===== src/rtl/axi_s_s.sv =====
// rtl/axi_s_s.sv - AXI-Stream slave with first-word-fall-through FIFO and packet statistics
//
// Purpose: accepts DATA_W-bit beats with TLAST, buffers {tlast, tdata} in a
// DEPTH-entry FWFT FIFO and reports packet completion, length and count.
//
// Ports:
//   s_aclk, s_resetn        clock (rising edge), asynchronous active-low reset
//   s_tvalid/s_tdata/s_tlast/s_tready   stream input, ready = !full
//   rd_en                   consumer pop request (ignored while empty)
//   dout, dout_last, dout_valid   head-of-FIFO entry (combinational)
//   pkt_done                one-cycle pulse on an accepted TLAST beat
//   pkt_len                 beat count of last completed packet (saturates at 255)
//   pkt_cnt                 completed packet count modulo 256

module axi_s_s #(
  parameter int DATA_W = 8,
  parameter int DEPTH  = 8
) (
  input  logic              s_aclk,
  input  logic              s_resetn,
  input  logic              s_tvalid,
  input  logic [DATA_W-1:0] s_tdata,
  input  logic              s_tlast,
  output logic              s_tready,
  input  logic              rd_en,
  output logic [DATA_W-1:0] dout,
  output logic              dout_last,
  output logic              dout_valid,
  output logic              pkt_done,
  output logic [7:0]        pkt_len,
  output logic [7:0]        pkt_cnt
);

  localparam int          AW       = $clog2(DEPTH);
  localparam logic [AW:0] FULL_CNT = (AW+1)'(DEPTH);

  typedef enum logic {IDLE = 1'b0, RECV = 1'b1} state_t;

  logic [DATA_W:0]   r_mem [DEPTH];
  logic [AW-1:0]     r_wr_ptr;
  logic [AW-1:0]     r_rd_ptr;
  logic [AW:0]       r_count;
  state_t            r_state;
  logic [7:0]        r_beat_cnt;
  logic [7:0]        r_pkt_len;
  logic [7:0]        r_pkt_cnt;
  logic              r_pkt_done;

  logic              w_full;
  logic              w_acc;
  logic              w_pop;
  logic [DATA_W:0]   w_head;

  // Ready comes only from registered occupancy, so rd_en never reaches it
  // combinationally; a pop re-raises ready one edge later.
  assign w_full     = (r_count == FULL_CNT);
  assign s_tready   = s_resetn && !w_full;
  assign w_acc      = s_tvalid && s_tready;
  assign dout_valid = (r_count != '0);
  assign w_pop      = rd_en && dout_valid;

  assign w_head     = r_mem[r_rd_ptr];
  assign dout       = w_head[DATA_W-1:0];
  // Storage is not reset, so the stored last bit is masked while empty.
  assign dout_last  = dout_valid && w_head[DATA_W];

  assign pkt_done   = r_pkt_done;
  assign pkt_len    = r_pkt_len;
  assign pkt_cnt    = r_pkt_cnt;

  always_ff @(posedge s_aclk) begin
    if (w_acc) begin
      r_mem[r_wr_ptr] <= {s_tlast, s_tdata};
    end
  end

  always_ff @(posedge s_aclk or negedge s_resetn) begin
    if (!s_resetn) begin
      r_wr_ptr <= '0;
      r_rd_ptr <= '0;
      r_count  <= '0;
    end else begin
      if (w_acc) r_wr_ptr <= r_wr_ptr + AW'(1);
      if (w_pop) r_rd_ptr <= r_rd_ptr + AW'(1);
      case ({w_acc, w_pop})
        2'b10:   r_count <= r_count + (AW+1)'(1);
        2'b01:   r_count <= r_count - (AW+1)'(1);
        default: r_count <= r_count;
      endcase
    end
  end

  always_ff @(posedge s_aclk or negedge s_resetn) begin
    if (!s_resetn) begin
      r_state    <= IDLE;
      r_beat_cnt <= 8'd0;
      r_pkt_len  <= 8'd0;
      r_pkt_cnt  <= 8'd0;
      r_pkt_done <= 1'b0;
    end else begin
      r_pkt_done <= 1'b0;
      if (w_acc) begin
        if (s_tlast) begin
          // beat_cnt holds the beats before this one; add the TLAST beat itself.
          r_pkt_len  <= (r_beat_cnt == 8'hFF) ? 8'hFF : r_beat_cnt + 8'd1;
          r_pkt_cnt  <= r_pkt_cnt + 8'd1;
          r_pkt_done <= 1'b1;
          r_beat_cnt <= 8'd0;
        end else if (r_beat_cnt != 8'hFF) begin
          r_beat_cnt <= r_beat_cnt + 8'd1;
        end
        case (r_state)
          IDLE:    if (!s_tlast) r_state <= RECV;
          RECV:    if (s_tlast)  r_state <= IDLE;
          default: r_state <= IDLE;
        endcase
      end
    end
  end

endmodule


===== config.mk =====
export PLATFORM = sky130hd
export DESIGN_NAME = axi_s_s
export DESIGN_NICKNAME = d
export VERILOG_FILES = /design/src/rtl/axi_s_s.sv
export SDC_FILE = /design/constraint.sdc
export NUM_CORES = 1
export LEC_CHECK = 0
export ABC_AREA = 0
export ABC_CLOCK_PERIOD_IN_PS = 5700
export CORE_ASPECT_RATIO = 0.6
export CORE_UTILIZATION = 60
export DETAILED_ROUTE_END_ITERATION = 10
export PLACE_DENSITY = 0.83
export RECOVER_POWER = 25
export SETUP_SLACK_MARGIN = 0.15
export SYNTH_ARGS = -nofsm -noshare
export SYNTH_HDL_FRONTEND = slang
export SYNTH_SLANG_ARGS = --single-unit

===== constraint.sdc =====
create_clock -name s_aclk -period 5.7 [get_ports s_aclk]
set_input_delay 0.57 -clock s_aclk [delete_from_list [all_inputs] [get_ports s_aclk]]
set_output_delay 0.57 -clock s_aclk [all_outputs]
set_load 0.05 [all_outputs]

; ---- Yosys cells after proc, flatten, opt, wreduce, memory -nomap -nowiden
; Memory sizes are Yosys's and may differ from the RTL's.
; Cells that the tools add are included.
[totals]
wordCells = 37
ram_bits = 72
inputBits = 13
n_memories = 1
register_bits = 35
[op_classes]
addsub = 6
eq_ne = 5
n_reduce_logical = 10
mux = 8
[memory_table]
columns = memory, depth, word_bits, rd, rd_ports_with_merged_regs, write_ports, line
row1 = r_mem, 8, 9, 1, 0, 1, 39  ; logic [DATA_W:0] r_mem [DEPTH];
[ops]
columns = cell, count
row1 = $mux 8, 3
row2 = $add 8x1->8 const B, 2
row3 = $eq 8x8->1 const B, 1
row4 = $ne 8x8->1 const B, 1
row5 = $pmux 4 s2, 1
row6 = $add 3x1->3 const B, 2
row7 = $add 4x1->4 const B, 1
row8 = $eq 4x4->1 const B, 1
row9 = $logic_and 1x1->1, 4
row10 = $mux 1, 4
row11 = $reduce_and 2->1, 2
row12 = $reduce_bool 2->1, 2
row13 = $reduce_bool 4->1, 1
row14 = $sub 4x1->4 const B, 1
row15 = $eq 2x1->1 const B, 1
row16 = $eq 2x2->1 const B, 1
row17 = $logic_not 1->1, 1

; ---- Longest topological paths before layout
; Gate-level depths: netlist (run 1).
[logic_depth]
word_depth = 6
mapped_depth = 11
depth_no_buf = 10

; ---- Least setup slack after synthesis (run 1)
; No wires, ideal clock.
[synth_timing]
path_kind = reg2reg
start = register r_count[1]
end = register r_count[2]
slack_ns = 3.136
setup_ns = 0.126
t_arrival_ns = 2.438
n_path_buf = 1
required_ns = 5.574
path_stages_with_launch = 11
path_cell_list = dfrtp_1 or4_4 and2_1 buf_6 ha_1 xor2_1 ha_1 a21oi_1 xor2_1 nor2_1 xor2_1
[synth_rtl]
columns = element, line
row1 = start: declaration, 42  ; logic [AW:0] r_count;
row2 = start signal: assignment, 86  ; 2'b10: r_count <= r_count + (AW+1)'(1);
row3 = start signal: assignment, 87  ; 2'b01: r_count <= r_count - (AW+1)'(1);
row4 = start signal: assignment, 88  ; default: r_count <= r_count;
row5 = $reduce_bool 4->1 *, 59  ; assign dout_valid = (r_count != '0);
row6 = named net dout_valid, 28  ; output logic dout_valid,
row7 = $logic_and 1x1->1 *, 60  ; assign w_pop = rd_en && dout_valid;
row8 = named net w_pop, 51  ; logic w_pop;
row9 = $eq 2x1->1 / $eq 2x2->1 (equally long branches), 85  ; case ({w_acc, w_pop})
row10 = $pmux 4 s2 / $reduce_bool 2->1 (equally long branches), n/a
; Mark *: on every way through the listed nets, which the timed path passes. The rest lies on a longest branch.
; A chain may end at the register's enable or synchronous reset.

; ---- Final worst setup path (run 1)
[layout_timing]
start = input s_resetn
end = register r_count[2]
[layout_via]
elab_chain_len = 4
[layout_rtl]
columns = element, line
row1 = start: declaration, 20  ; input logic s_resetn,
row2 = $logic_and 1x1->1 *, 57  ; assign s_tready = s_resetn && !w_full;
row3 = $logic_and 1x1->1 *, 58  ; assign w_acc = s_tvalid && s_tready;
row4 = $eq 2x1->1 / $eq 2x2->1 (equally long branches), 85
row5 = $pmux 4 s2 / $reduce_bool 2->1 (equally long branches), n/a
; Mark *: on every way between the ends. The rest lies on a longest branch, timed or not.

==> results of run 1 <==
final timing paths:
check	startpoint	end	slack (ps)	depth (start not counted)
setup / recovery	s_resetn	r_count[2]	1580	12
hold / removal	pkt_cnt[7]	pkt_cnt[7]	480	1
setup reg to reg	r_count[1]	r_count[2]	3060	9
hold reg to reg	pkt_cnt[7]	pkt_cnt[7]	480	1
max in group asynchronous	s_resetn	pkt_len[3]	3380	2
min in group asynchronous	s_resetn	r_beat_cnt[1]	1220	2
stage by stage:
stage / area [sq um] / setup slack (ps)
3_5_place_dp: 5010 / 2100
6_report: 5340 / 1580
3_3_place_gp: 5010 / 2260
4_1_cts: 5340 / 2250
5_1_grt: 5340 / 1140
2_1_floorplan: 4490 / 3140
layer usage:
metal  track usage, %  up-vias
met1             39.8     1308
met3             7.48       14
met2             32.5      113
met4             8.04        0
li1                 -     1152
met5                0        -
kinds of logic after synthesis:
group / synth area share, %
DFF: 67.7
and+or+nand+nor: 8.78
muxes: 12.1
AOI/OAI and AO/OA: 3.46
xor gates and xnor gates: 3.90
buffers and inverters: 2.17
adders and majority gates: 1.95
cell usage in the layout, fill, tap and decap left out, types with 6 or more instances in the layout:
cell type and instances:
sky130_fd_sc_hd__ha_1 7, sky130_fd_sc_hd__a21oi_1 7, sky130_fd_sc_hd__nand3_1 7, sky130_fd_sc_hd__dfrtp_1 35, sky130_fd_sc_hd__nor2_1 14, sky130_fd_sc_hd__xor2_1 11, sky130_fd_sc_hd__mux4_2 18, sky130_fd_sc_hd__nand2_1 22
sky130_fd_sc_hd__edfxtp_1 72, sky130_fd_sc_hd__o21ai_0 7, sky130_fd_sc_hd__nor3_1 6, sky130_fd_sc_hd__clkdlybuf4s50_1 36, sky130_fd_sc_hd__xnor2_1 9, sky130_fd_sc_hd__mux2_2 10, sky130_fd_sc_hd__clkbuf_16 9
final cells by class:
class / count / area, sq um
Clock buffer: 9 / 225
Clock inverter: 7 / 104
Fill cell: 432 / 1900
Inverter: 5 / 31.3
Multi-Input combinational cell: 155 / 1370
Sequential cell: 107 / 3040
Tap cell: 104 / 130
Timing Repair Buffer: 46 / 442
registers in the layout, indices dropped and copies added (netlist names):
register	cells
pkt_cnt	8
pkt_done	1
pkt_len	8
r_beat_cnt	8
r_count	4
r_mem	72
r_rd_ptr	3
r_wr_ptr	3
power breakdown:
part	internal (mW)	switching [mW]
Combinational	0.430	0.576
Sequential	0.946	0.149
Clock	0.393	0.283
==> impl_metrics.py, run 1 <==
metrics = {
    "setup_path": {
        "critPathArrivalTime_ps": 4340,
        "crit_type": "in2reg",
        "critical_path.max_fanout": 37,
        "cp-end-kind": "register",
        "crit_chain": "clkdlybuf4s50_1, clkbuf_1, and2_1, and2_4, clkinv_8, ha_1, xor2_1, ha_1, a21oi_1, xor2_1, nor2_1, xor2_1",
        "cp-start-kind": "primary input",
        "slowest_stage": "sky130_fd_sc_hd__clkbuf_1",
        "crit_top_cell": "sky130_fd_sc_hd__xor2_1",
        "timing.critical_path.slowest_cell_delay_ps": 1360,
        "cp_num_buf_inv": 3,
        "worst-endpoint-required_ps": 5920,
        "timing.critical_path.max_delay_family": "buffers and inverters",
    },
    "outcome": {
        "outcome": "finished with violations",
        "failing_checks": "design-rule violations, max-capacitance violations, max-slew violations",
    },
    "route": {
        "detailroute.wirelength.met3_microns": 592,
        "vias": 2587,
        "wl_microns": 8890,
        "post_drt_wl_per_cell_microns": 20.5,
        "drt_first_iter_violations": 152,
        "met2_wirelength_microns": 3920,
        "detailedRoute.firstPassIterationCount": 7,
        "final_antenna_net_count": 0,
        "topRoutingLayerUsed": "met4",
        "via_per_inst": 5.97,
        "met1Wirelength_microns": 4260,
        "remaining_drc_errors": 2,
    },
    "finish": {
        "nets": 344,
        "final_core_utilization_pct": 73.7,
        "post_route_cells_drive_above_1_share_pct": 18.2,
        "finalNonFillerCells": 433,
        "num_antenna_cells": 0,
        "flow.area_growth_from_synthesis_pct": 18.8,
    },
    "clock_tree": {
        "tritoncts": "yes",
        "post_cts_hold_buffer_count": 0,
        "insertion_delay_ps": 340,
        "h-tree-depth": 3,
        "root_buffer": "sky130_fd_sc_hd__clkbuf_16",
        "cts.repair.resized": 0,
        "clock_sink_count": 107,
        "worst_setup_hold_path_clk_slew_ps": 70,
        "cts_buffers": 9,
        "post_cts.repair.setup_buffers": 0,
        "maximum_clock_path_buffer_count": 2,
    },
    "synth": {
        "synth_warnings": 0,
        "net_count_after_synthesis": 297,
        "synth_commonest_cells": "sky130_fd_sc_hd__edfxtp_1, sky130_fd_sc_hd__dfrtp_1, sky130_fd_sc_hd__nand2_1, sky130_fd_sc_hd__mux4_2, sky130_fd_sc_hd__nor2_1",
        "synth_cell_types": 45,
        "yosysSeqAreaShare_pct": 67.7,
        "dominant_synthesized_flop_cell": "sky130_fd_sc_hd__edfxtp_1",
        "netlist.top_cell.by_area": "sky130_fd_sc_hd__edfxtp_1",
        "synthesis.area_per_instance_sq_um": 16.2,
        "synthDominantCellAreaShare_pct": 48.1,
        "synth_enable_flop_cells": 72,
        "seq_cells_post_synth": 107,
        "synthCells": 277,
        "yosys-top-cells-area": "sky130_fd_sc_hd__edfxtp_1, sky130_fd_sc_hd__dfrtp_1, sky130_fd_sc_hd__mux4_2, sky130_fd_sc_hd__mux2_2, sky130_fd_sc_hd__xor2_1",
        "asyncSetResetFlopFracSynth_pct": 32.7,
        "syn_area_sq_um": 4490,
        "synth.most_common_cell": "sky130_fd_sc_hd__edfxtp_1",
    },
    "timing": {
        "worstMarginPinSlew_ps": 1910,
        "hold_viol_final": 0,
        "max_slew_margin_pct": -27.4,
        "finalSetupViolations": 0,
        "timing.setup.tns_ps": 0,
        "fin_crit_sh_pct": 72.2,
        "clock.fmax_ghz": 0.243,
        "finalClockSkew_ps": 7.24,
        "unrepaired_setup_endpoints_after_global_routing": "no",
        "fin_hold_ws_ps": 476,
        "final.min_clock_period_ps": 4120,
        "max_slew_violation_total_from_the_final_report": 38,
    },
    "global_routing": {
        "first_pass_grt_wire_length_microns": 13900,
        "grt_max_degree": 38,
        "grt_antenna_before_repair": 0,
        "vias_in_the_first_global_route": 2492,
        "grt-ovfl-total": 0,
        "groute.usage.overall_pct": 24.8,
    },
    "floorplanning": {
        "io_pins": 41,
        "placeableCoreArea_sq_um": 7240,
        "design.die.area_sq_um": 7850,
        "fp.dieW_microns": 114,
        "row_count": 24,
        "start_util_pct": 62.1,
        "die_height_microns": 69.0,
    },
    "placement": {
        "dp_hpwl_microns": 5590,
        "placed_cells": 417,
        "placer_s_final_routability_congestion_estimate": 0.853,
        "io_buffers": 40,
    },
    "pwr": {
        "irDropWorstVdd_v": 0.000354,
        "power.total_mw": 2.78,
        "p_per_area_nw_per_um2": 520,
        "power.static_leakage_nw": 1.91,
    },
    "run": {
        "maxCapViolations": 1,
    },
    "hold_path": {
        "min-delay-path-class": "reg2reg",
    },
}
(Power assumes the default switching activity.)
==> run 2, diff against run 1 <==
ABC_CLOCK_PERIOD_IN_PS = 3700   (was 5700)
CORE_UTILIZATION = 51   (was 60)
PLACE_DENSITY = 0.75   (was 0.83)
clock period = 3.7 ns   (was 5.7 ns; I/O delays follow)
==> impl_metrics.py, run 2 (synthesized netlist as in run 1, its figures left out) <==
metrics = {
    "floorplanning": {
        "io_pins": 41,
        "start_util_pct": 52.7,
        "fp.dieW_microns": 123,
        "design.die.area_sq_um": 9200,
        "die_height_microns": 74.7,
        "placeableCoreArea_sq_um": 8520,
        "row_count": 26,
    },
    "setup_path": {
        "cp-end-kind": "output pin",
        "timing.critical_path.slowest_cell_delay_ps": 700,
        "critical_path.reg2reg.endpoint": "r_count[2]",
        "critPathArrivalTime_ps": 2820,
        "r2r_slack_ps": 1090,
        "worst-endpoint-required_ps": 3330,
        "timing.critical_path.max_delay_family": "buffers and inverters",
        "cp_num_buf_inv": 2,
        "crit_type": "reg2out",
        "cp-start-kind": "register",
        "worstReg2RegStart": "r_count[1]",
        "setup.worst_path.start": "r_rd_ptr[0]",
        "critical_path.max_fanout": 13,
        "slowest_stage": "sky130_fd_sc_hd__clkdlybuf4s50_1",
        "crit_chain": "buf_4, mux4_2, mux2_2, clkdlybuf4s50_1",
        "reg2regPathDepth": 9,
    },
    "hold_path": {
        "min-delay-path-class": "in2async",
    },
    "route": {
        "via_per_inst": 5.58,
        "vias": 2484,
        "wl_microns": 8030,
        "final_antenna_net_count": 0,
        "remaining_drc_errors": 0,
        "post_drt_wl_per_cell_microns": 18.1,
        "drt_first_iter_violations": 233,
        "detailedRoute.firstPassIterationCount": 5,
    },
    "clock_tree": {
        "cts.repair.resized": 0,
        "clock_sink_count": 107,
        "cts_buffers": 9,
        "post_cts_hold_buffer_count": 0,
        "h-tree-depth": 3,
        "tritoncts": "yes",
        "maximum_clock_path_buffer_count": 2,
        "post_cts.repair.setup_buffers": 0,
        "worst_setup_hold_path_clk_slew_ps": 70,
        "root_buffer": "sky130_fd_sc_hd__clkbuf_16",
        "insertion_delay_ps": 350,
    },
    "finish": {
        "fillCellCount": 645,
        "most-common-layout-cells": "sky130_fd_sc_hd__edfxtp_1, sky130_fd_sc_hd__clkdlybuf4s50_1, sky130_fd_sc_hd__dfrtp_1",
        "max_flop_register": "r_mem",
        "num_antenna_cells": 0,
        "post_route_cells_drive_above_1_share_pct": 19.2,
        "final_common_cell": "sky130_fd_sc_hd__edfxtp_1",
        "flow.area_growth_from_synthesis_pct": 19.0,
        "largest_register_ffs": 72,
        "nets": 348,
    },
    "timing": {
        "clock.fmax_ghz": 0.314,
        "fin_crit_sh_pct": 86.2,
        "worstMarginPinSlew_ps": 859,
        "unrepaired_setup_endpoints_after_global_routing": "no",
        "max_slew_margin_pct": 42.7,
        "hold_viol_final": 0,
        "fin_hold_ws_ps": 106,
        "max_slew_violation_total_from_the_final_report": 0,
        "final.min_clock_period_ps": 3190,
        "timing.setup.tns_ps": 0,
        "finalClockSkew_ps": 10.5,
        "finalSetupViolations": 0,
    },
    "global_routing": {
        "vias_in_the_first_global_route": 2325,
        "groute.usage.overall_pct": 19.7,
        "grt_antenna_before_repair": 0,
        "globalRouteMet2Util_pct": 26.4,
        "grt-ovfl-total": 0,
        "first_pass_grt_wire_length_microns": 12800,
        "grt_max_degree": 37,
        "met3_use_gr_pct": 6.06,
        "top_usage_layer": "met1",
        "met1_usage_pct": 31.2,
    },
    "pwr": {
        "power.total_mw": 4.15,
        "p_per_area_nw_per_um2": 777,
        "irDropWorstVdd_v": 0.000502,
        "power.static_leakage_nw": 1.92,
    },
    "placement": {
        "placer_s_final_routability_congestion_estimate": 0.758,
        "dp_hpwl_microns": 5380,
        "io_buffers": 40,
    },
    "run": {
        "maxCapViolations": 0,
    },
    "outcome": {
        "outcome": "finished, final reports clean",
    },
}
-- run 2: through the flow --
stage	utilization, %	cells	instance area, sq um	worst slack, ps
final	62.7	445	5350	511
after global routing	62.7	445	5350	335
after CTS	62.7	445	5350	460
after detailed placement	59.1	429	5040	844
after global placement	59.1	429	5040	870
after floorplan	-	277	4490	1140
-- run 2: worst max-delay path by stage --
stage / slack (ps) / depth (start not counted) / end
floorplan: 1140 / 10 / r_count[2]
global placement: 870 / 4 / dout[2]
detailed placement: 840 / 4 / dout[0]
CTS: 460 / 4 / dout[0]
global route: 330 / 4 / dout[0]
finish: 510 / 4 / dout[0]
-- run 2: layout make-up --
| cell class | count | area (sq um) | share of cell area [%] |
|---|---|---|---|
| Clock buffer | 12 | 268 | 5.01 |
| Multi-Input combinational cell | 155 | 1360 | 25.5 |
| Timing Repair Buffer | 50 | 469 | 8.78 |
| Sequential cell | 107 | 3040 | 56.8 |
| Clock inverter | 4 | 37.5 | 0.702 |
| Inverter | 5 | 31.3 | 0.585 |
| Tap cell | 112 | 140 | 2.62 |
-- run 2: layer usage --
metal  share of wire (%)  up-vias
li1                    -     1163
met1                  49     1242
met2                  44       74
met3                 6.4        5
met4                0.57        0
met5                   0        -
-- run 2: power by group --
group | switching (mW) | total (mW) | internal (mW)
clock network | 0.427 | 0.954 | 0.527
registers | 0.233 | 1.69 | 1.46
logic | 0.840 | 1.51 | 0.668
